==> config.mk <==
export PLATFORM = sky130hd
export DESIGN_NAME = gpu_cmd_scheduler
export DESIGN_NICKNAME = d
export VERILOG_FILES = /design/src/rtl/gpu_cmd_scheduler.sv
export SDC_FILE = /design/constraint.sdc
export NUM_CORES = 1
export LEC_CHECK = 0
export CORE_MARGIN = 5
export CORE_UTILIZATION = 32
export CTS_BUF_LIST = sky130_fd_sc_hd__clkbuf_2
export DETAILED_ROUTE_END_ITERATION = 10
export PLACE_DENSITY = 0.5
export SYNTH_ARGS = -nofsm -noshare
export SYNTH_HDL_FRONTEND = slang
export SYNTH_SLANG_ARGS = --single-unit
==> constraint.sdc <==
create_clock -name clk -period 3.7 [get_ports clk]
set_clock_uncertainty 0.15 [all_clocks]
set_input_delay 0.37 -clock clk [delete_from_list [all_inputs] [get_ports clk]]
set_output_delay 0.37 -clock clk [all_outputs]
set_load 0.01 [all_outputs]
==> src/rtl/gpu_cmd_scheduler.sv <==
// Two-port GPU command scheduler: arbitrates requesters into a small FIFO and issues
// queued commands to the gpu over a submit/ready handshake. Define GPU_ARB_RR_EN for round-robin.
module gpu_cmd_scheduler #(
    parameter int DEPTH       = 4,
    parameter int ACK_TIMEOUT = 15
) (
    input  logic                     clk,
    input  logic                     rst,
    input  logic                     req0_valid,
    input  logic [3:0]               req0_cmd,
    input  logic [15:0]              req0_offset,
    input  logic [7:0]               req0_x,
    input  logic [7:0]               req0_y,
    input  logic [7:0]               req0_length,
    output logic                     req0_ready,
    input  logic                     req1_valid,
    input  logic [3:0]               req1_cmd,
    input  logic [15:0]              req1_offset,
    input  logic [7:0]               req1_x,
    input  logic [7:0]               req1_y,
    input  logic [7:0]               req1_length,
    output logic                     req1_ready,
    output logic [3:0]               gpu_cmd,
    output logic [15:0]              gpu_draw_offset,
    output logic [7:0]               gpu_draw_x,
    output logic [7:0]               gpu_draw_y,
    output logic [7:0]               gpu_draw_length,
    output logic                     gpu_cmd_submitted,
    input  logic                     gpu_ready,
    output logic [$clog2(DEPTH):0]   fifo_count,
    output logic                     busy,
    output logic                     err_timeout
);

    localparam int AW = $clog2(DEPTH);
    localparam int CW = AW + 1;
    localparam int EW = 44;

    localparam logic [1:0] ST_IDLE      = 2'd0;
    localparam logic [1:0] ST_WAIT_ACK  = 2'd1;
    localparam logic [1:0] ST_WAIT_DONE = 2'd2;

    logic [EW-1:0] mem [DEPTH];
    logic [AW-1:0] wr_ptr;
    logic [AW-1:0] rd_ptr;
    logic [CW-1:0] count;
    logic [1:0]    state;
    logic [7:0]    ack_cnt;
    logic          full;
    logic          empty;
    logic          grant0;
    logic          grant1;
    logic          push;
    logic          pop;
    logic [EW-1:0] push_data;
    logic [EW-1:0] head;

    // A full FIFO refuses both ports even if a pop happens in the same cycle.
    assign full      = (count == CW'(DEPTH));
    assign empty     = (count == '0);
    assign push      = grant0 | grant1;
    assign pop       = (state == ST_IDLE) && !empty && gpu_ready;
    assign push_data = grant0 ? {req0_cmd, req0_offset, req0_x, req0_y, req0_length}
                              : {req1_cmd, req1_offset, req1_x, req1_y, req1_length};
    assign head      = mem[rd_ptr];

`ifdef GPU_ARB_RR_EN
    logic rr_ptr;  // port preferred on the next conflict

    always_comb begin
        grant0 = 1'b0;
        grant1 = 1'b0;
        if (!full) begin
            if (req0_valid && req1_valid) begin
                grant0 = !rr_ptr;
                grant1 = rr_ptr;
            end else begin
                grant0 = req0_valid;
                grant1 = req1_valid;
            end
        end
    end

    always_ff @(posedge clk) begin
        if (rst)
            rr_ptr <= 1'b0;
        else if (push)
            rr_ptr <= grant0;
    end
`else
    always_comb begin
        grant0 = req0_valid && !full;
        grant1 = req1_valid && !req0_valid && !full;
    end
`endif

    assign req0_ready = grant0;
    assign req1_ready = grant1;

    // NOTE: the storage array is not reset; count alone decides which entries are valid.
    always_ff @(posedge clk) begin
        if (push)
            mem[wr_ptr] <= push_data;
    end

    always_ff @(posedge clk) begin
        if (rst) begin
            wr_ptr <= '0;
            rd_ptr <= '0;
            count  <= '0;
        end else begin
            if (push)
                wr_ptr <= wr_ptr + 1'b1;
            if (pop)
                rd_ptr <= rd_ptr + 1'b1;
            count <= count + CW'(push) - CW'(pop);
        end
    end

    always_ff @(posedge clk) begin
        if (rst) begin
            state             <= ST_IDLE;
            ack_cnt           <= '0;
            gpu_cmd           <= '0;
            gpu_draw_offset   <= '0;
            gpu_draw_x        <= '0;
            gpu_draw_y        <= '0;
            gpu_draw_length   <= '0;
            gpu_cmd_submitted <= 1'b0;
            err_timeout       <= 1'b0;
        end else begin
            gpu_cmd_submitted <= 1'b0;
            case (state)
                ST_IDLE: begin
                    if (pop) begin
                        {gpu_cmd, gpu_draw_offset, gpu_draw_x, gpu_draw_y, gpu_draw_length} <= head;
                        gpu_cmd_submitted <= 1'b1;
                        ack_cnt           <= '0;
                        state             <= ST_WAIT_ACK;
                    end
                end
                ST_WAIT_ACK: begin
                    // A gpu that never drops ready is abandoned; the command is not retried.
                    if (!gpu_ready) begin
                        state <= ST_WAIT_DONE;
                    end else if (ack_cnt == 8'(ACK_TIMEOUT - 1)) begin
                        err_timeout <= 1'b1;
                        state       <= ST_IDLE;
                    end else begin
                        ack_cnt <= ack_cnt + 8'd1;
                    end
                end
                ST_WAIT_DONE: begin
                    if (gpu_ready)
                        state <= ST_IDLE;
                end
                default: state <= ST_IDLE;
            endcase
        end
    end

    assign fifo_count = count;
    assign busy       = !empty || (state != ST_IDLE);

endmodule
==> flow_metrics.tcl, run 1 <==
set metrics [dict create \
    portBuffers 144 \
    cp-end-kind "output pin" \
    synth_top_area_cell "edfxtp_1" \
    crit_family "simple AND/OR/NAND/NOR gates" \
    vias 5583 \
    hold_viol_final 0 \
    r2r-start "fifo_count[2]" \
    first_global_vias 6202 \
    postRouteAntennaNets 0 \
    grt_pass1_wl_mm 32.89 \
    cts_buffers 66 \
    final_cells 1203 \
    cts_num_sinks 239 \
    synth_common_cells "edfxtp_1, nand2_1, dfxtp_1, a21oi_1" \
    vias_per_cell 4.641 \
    worst_slew_pin_slew_ps 999.9 \
    drive_above_1_share_pct 26.77 \
    period_needed_ps 2960 \
    placed_cells 1084 \
    area_delta_synth_final_pct 27.36 \
    cts_setup_buffers 0 \
    rr_worst_depth 10 \
    drv_slew 0 \
    clk_latency_ps 760 \
    critPathRequiredTime_ps 3180 \
    synthFlopType "edfxtp_1" \
    cts_root_buf "clkbuf_2" \
    ys_seq_area_share_pct 70.20 \
    reg2reg_slack_ps 1080 \
    synth_cell_type_count 39 \
    nets 872 \
    max_freq_mhz 337.8 \
    clock_path_buffers 3 \
    grt_max_degree 57 \
    initial_core_util_pct 32.49 \
    synthTopCellsByArea "edfxtp_1, dfxtp_1, mux4_2, mux2_2, nand2_1" \
    grt.overflow.total 0 \
    cp_max_fo 5 \
    worstPathArrival_ps 2440 \
    synth_warnings 0 \
    synth_top_area_share_pct 56.68 \
    finalSetupViolations 0 \
    crit_path_start_kind "register" \
    peakVddDrop_uv 284.9 \
    yosys_register_bits 239 \
    synthCells 576 \
    crit_buf_inv 1 \
    status "complete, no violations" \
    fin_crit_sh_pct 80.01 \
    dp_hpwl_mm 12.56 \
    path_clk_slew_ps 90 \
    worstHoldStart "req0_offset[11]" \
    drtIter0Drc 238 \
    critical_path.max_stage_delay_ps 490 \
    gp_congestion 0.7245 \
    rsz0062_at_grt "no" \
    avgSynthCellArea_um2 16.19 \
    power_density_nw_per_um2 687.9 \
    holdPathEnd "mem[2][35]" \
    drcViolationCount 0 \
    fp.dieW_um 180.7 \
    reg2reg_to "fifo_count[2]" \
    ios 145 \
    cts_resized 0 \
    async_reset_ff_share_pct 0 \
    cts_tree "yes" \
    crit_slowest_cell "clkdlybuf4s50_1" \
    syn_area_um2 9325 \
    htreeDepth 3 \
    syn_nets 678 \
    worstPathCellList "or3_4 -> or3_2 -> clkdlybuf4s50_1" \
    wl_per_cell_um 17.52 \
    relSlewSlack_pct 33.34 \
    rows 62 \
    dieArea_um2 32660 \
    totalWireLength_mm 21.07 \
    grt_usage_pct 12.75 \
    total_leakage_power_nw 4.054 \
    drtPass1Iterations 4 \
    synth_edf_count 176 \
    cap_violations 0 \
    hold_path_depth 2 \
    synth.most_common_cell "edfxtp_1" \
    antenna_found_initial 1 \
    dieHeight_um 180.7 \
    crit_type "register to output pin" \
    hold_class "input port to register" \
    fin_tns_setup_ps 0 \
    core_area_um2 28700 \
]
## registers in the layout, indices dropped and copies added (netlist names), 3 cells and up
| name | cells |
|---|---|
| mem | 176 |
| gpu_draw_offset | 16 |
| ack_cnt | 8 |
| gpu_draw_length | 8 |
| gpu_draw_x | 8 |
| gpu_draw_y | 8 |
| gpu_cmd | 4 |
| fifo_count | 3 |
## worst register-to-register path, delay by kind of cell, from the launching register on
kind	cells	cell delay, ps
adder cells (fa/ha/maj)	3	680
AO/OA/AOI/OAI	1	220
buffers and inverters	2	130
AND/OR/NAND/NOR	2	560
flip-flops	1	400
XOR/XNOR	2	330
## cell families (layout without fill, tap and decap cells)
group	after synthesis	after routing	share of synthesized area, %
flip-flops	239	239	70.20
AND/OR/NAND/NOR	130	130	6.118
multiplexers	90	90	16.15
AO/OA/AOI/OAI	59	59	3.435
buffers and inverters	40	282	1.959
adder cells (fa/ha/maj)	9	9	1.288
XOR/XNOR	9	9	0.8452
other	0	1	0
## per-layer routing
layer / global-route usage, % / part of all wire [%] / vias to the layer above
met4: 4.809 / 1.5 / 0
met5: 0 / 0 / -
met1: 16.03 / 44 / 2796
met3: 3.680 / 5.4 / 33
met2: 20.99 / 49 / 155
li1: - / - / 2599
## report_power, final
part           internal (mW)  switching, mW
registers               3.67          0.357
logic                   1.17           1.08
clock network          0.854           1.03
## per-stage QoR
stage / hold WS (ps) / worst slack, ps / area [µm²] / power [mW] / utilization [%]
2_1_floorplan: 297.4 / 1101 / 9325 / 5.404 / -
3_3_place_gp: 298.3 / 866.6 / 11230 / 6.347 / 39.14
3_5_place_dp: 297.8 / 747.1 / 11230 / 6.428 / 39.14
4_1_cts: 69.35 / 624.5 / 11870 / 8.373 / 41.37
5_1_grt: 76.78 / 593.2 / 11880 / 8.719 / 41.38
6_report: 197.1 / 739.7 / 11880 / 8.170 / 41.38
## area by class of cell
cell class                 count  area (µm²)
fill                        2681       16830
sequential                   239        6551
multi-input combinational    297        2604
timing repair buffer         156        1582
clock buffer                 100       500.5
tap                          384       480.5
clock inverter                16       118.9
inverter                      10       37.54
antenna                        1       2.502
## worst max-delay path by stage
stage | end | cells after the start | slack, ps | from
finish | busy | 3 | 740 | fifo_count[1]
global route | busy | 3 | 590 | fifo_count[1]
CTS | busy | 3 | 620 | fifo_count[1]
detailed placement | fifo_count[2] | 11 | 750 | gpu_ready
global placement | fifo_count[2] | 11 | 870 | gpu_ready
floorplan | fifo_count[2] | 11 | 1100 | fifo_count[1]
## placed cells by master (no fill, tap or decap), drive strengths merged, types with 5 or more instances in the layout
| cell | count |
|---|---|
| edfxtp | 176 |
| clkdlybuf4s50 | 143 |
| clkbuf | 100 |
| nand2 | 91 |
| dfxtp | 63 |
| a21oi | 49 |
| mux2 | 44 |
| mux4 | 44 |
| nor2 | 12 |
| clkinv | 12 |
| inv | 11 |
| buf | 11 |
| ha | 8 |
| nand3 | 6 |
| xnor2 | 5 |
| and2 | 5 |
## repair_timing
item,in CTS,in global routing
hold endpoints to repair,8,0
endpoints found under the setup margin,0,0
hold buffers,2,0
No activity file was read; power rests on OpenSTA's default activity.
==> inputs of run 2 (changes only) <==
--- a/config.mk
+++ b/config.mk
@@ -9,7 +9,7 @@
 export CORE_UTILIZATION = 32
 export CTS_BUF_LIST = sky130_fd_sc_hd__clkbuf_2
 export DETAILED_ROUTE_END_ITERATION = 10
-export PLACE_DENSITY = 0.5
+export PLACE_DENSITY = 0.52
 export SYNTH_ARGS = -nofsm -noshare
 export SYNTH_HDL_FRONTEND = slang
 export SYNTH_SLANG_ARGS = --single-unit
==> constraint.sdc (replaced) <==
create_clock -name clk -period 2.5 [get_ports clk]
set_clock_uncertainty 0.15 [all_clocks]
set_input_delay 0.25 -clock clk [delete_from_list [all_inputs] [get_ports clk]]
set_output_delay 0.25 -clock clk [all_outputs]
set_load 0.01 [all_outputs]
==> run 2 against run 1 <==
Net effect: critical path depth increased by 8; wire length is 0.74% higher; clock-buffer cell count is 7 higher; sequential share of layout area is 4.3 points lower; first-iteration DRC count is 15% lower; sequential cell count is the same; cell count is 8.2% higher; total power grew 50%; via count rose by 5.1%; setup slack got worse by 730 ps; sequential power up 45%; global-route usage is essentially flat; largest cell class unchanged.
==> flow_metrics.tcl, run 2 (synthesis gave the netlist of run 1 again) <==
set metrics [dict create \
    grt_max_degree 49 \
    cap_violations 0 \
    status "complete, no violations" \
    switchingPower_mw 3.643 \
    clkPwrFrac_pct 21.9 \
    drcViolationCount 0 \
    antenna_found_initial 1 \
    vias_per_cell 4.506 \
    relSlewSlack_pct 60.31 \
    worst_slew_pin_slew_ps 595.4 \
    core_area_um2 28700 \
    initial_core_util_pct 32.49 \
    largest_registers "mem: 176 flops, gpu_draw_offset: 16 flops" \
    htreeDepth 2 \
    postPlaceCellArea_um2 11380 \
    drtPass1Iterations 5 \
    cts_num_sinks 239 \
    critical_path.max_stage_delay_ps 390 \
    drive_above_1_share_pct 27.04 \
    gp_congestion 0.6973 \
    grt_usage_pct 12.79 \
    swShare_pct 29.69 \
    worstPathCellList "or3_4 -> buf_4 -> nand2_4 -> inv_2 -> ha_1 -> inv_1 -> ha_2 -> fa_2 -> xnor2_2 -> xnor2_1 -> nor2_1" \
    power_frac_comb_pct 30.6 \
    clk_latency_ps 810 \
    peakVddDrop_uv 349.8 \
    grt_pass1_wl_mm 33.52 \
    nFillCells 2587 \
    post-route-util_pct 44.95 \
    dieHeight_um 180.7 \
    first_global_vias 6467 \
    clock_path_buffers 3 \
    vias 5867 \
    fin_crit_sh_pct 99.74 \
    reg2reg_slack_ps 7 \
    period_needed_ps 2493 \
    fin_tns_setup_ps 0 \
    finalSetupViolations 0 \
    totalWireLength_mm 21.23 \
    dieArea_um2 32660 \
    power_density_nw_per_um2 950.8 \
    dp_hpwl_mm 12.77 \
    final_cell_mix "edfxtp_1, clkdlybuf4s50_1, clkbuf_2, nand2_1, dlygate4sd3_1" \
    total_power_mw 12.27 \
    max_freq_mhz 401.1 \
    cts_buffers 61 \
    crit_type "register to register" \
    rsz0062_at_grt "yes" \
    cts_tree "yes" \
    seq_power_share_pct 47.5 \
    hold_viol_final 0 \
    total_leakage_power_nw 4.525 \
    postRouteAntennaNets 0 \
    drv_slew 0 \
    rows 62 \
    area_delta_synth_final_pct 38.36 \
    crit_family "adder cells" \
    crit_path_start_kind "register" \
    critPathRequiredTime_ps 3030 \
    hold_class "input port to register" \
    cp-end-kind "register" \
    nets 969 \
    wl_per_cell_um 16.30 \
    fp.dieW_um 180.7 \
    ios 145 \
    layout_commonest_cell "edfxtp_1" \
    drtIter0Drc 203 \
    cp_max_fo 4 \
    design_area_um2 12900 \
    worstPathArrival_ps 3020 \
    cts_root_buf "clkbuf_2" \
    crit_buf_inv 3 \
    grt.overflow.total 0 \
    path_clk_slew_ps 90 \
    largest_register "mem" \
    p_int_mw 8.625 \
    crit_slowest_cell "or3_4" \
    portBuffers 144 \
    largest_reg_flops 176 \
]
[run 2: cell types whose count changed in the layout (fill, tap and decap cells not counted), moves of 2 or more]
cell	change
buf_4	+13
dfxtp_4	+3
clkinv_1	-6
clkdlybuf4s50_1	-3
dlygate4sd3_1	+85
nand2_4	+2
clkbuf_2	+7
nand2_2	-2
buf_12	+4
dfxtp_1	-3
buf_2	+2
[run 2: layout make-up]
cell class              instances  area [µm²]  share of cell area, %
flip-flops and latches        239        6563                  50.86
clock buffers                 107       535.5                  4.150
diodes                          1       2.502                0.01939
inverters                      10       37.54                 0.2909
repair buffers                258        2601                  20.16
well taps                     384       480.5                  3.724
clock inverters                 6       50.05                 0.3879
multi-input cells             297        2633                  20.40
[run 2: final timing paths]
kind / from / to / depth (start not counted)
min: req0_cmd[2] / mem[3][42] / 2
min reg2reg: gpu_draw_offset[15] / gpu_draw_offset[15] / 2
max reg2reg: fifo_count[2] / fifo_count[2] / 11
max: fifo_count[2] / fifo_count[2] / 11
[run 2: repair_timing]
action | 4_1_cts | 5_1_grt
setup buffers | 6 | 2
gates resized for setup | 18 | 4
hold endpoints to repair | 200 | 0
endpoints found under the setup margin | 3 | 3
pin swaps | 3 | 5
hold buffers | 87 | 0
[run 2: worst register-to-register path, stage by stage, from the launching register on]
cell and delay, ps:
dfxtp_4 360, or3_4 390, buf_4 160, nand2_4 60, inv_2 30, ha_1 260
inv_1 40, ha_2 170, fa_2 390, xnor2_2 150, xnor2_1 140, nor2_1 70
[run 2: per-layer routing]
| metal | GRT usage, % | wire length (µm) | up-vias |
|---|---|---|---|
| met1 | 15.12 | 8771 | 2872 |
| met2 | 22.57 | 10950 | 164 |
| met4 | 4.295 | 395 | 0 |
| li1 | - | - | 2790 |
| met3 | 3.479 | 1110 | 41 |
| met5 | 0 | 0 | - |
[run 2: power by group through the flow]
stage               combinational [mW]  clock (mW)  sequential (mW)
floorplan                         2.14           0             5.88
global placement                  3.61           0             5.88
detailed placement                3.67           0             5.95
CTS                               3.86        2.82             5.86
global route                      4.12        3.05             5.94
finish                            3.75        2.69             5.83
[run 2: through the flow]
stage | setup WS, ps | instances | hold slack, ps
2_1_floorplan | 15.90 | 576 | 177.4
3_3_place_gp | -18.18 | 1094 | 293.5
3_5_place_dp | -80.79 | 1094 | 296.8
4_1_cts | -9.881 | 1300 | 1.936
5_1_grt | -77.26 | 1302 | 2.061
6_report | 6.592 | 1302 | 94.00
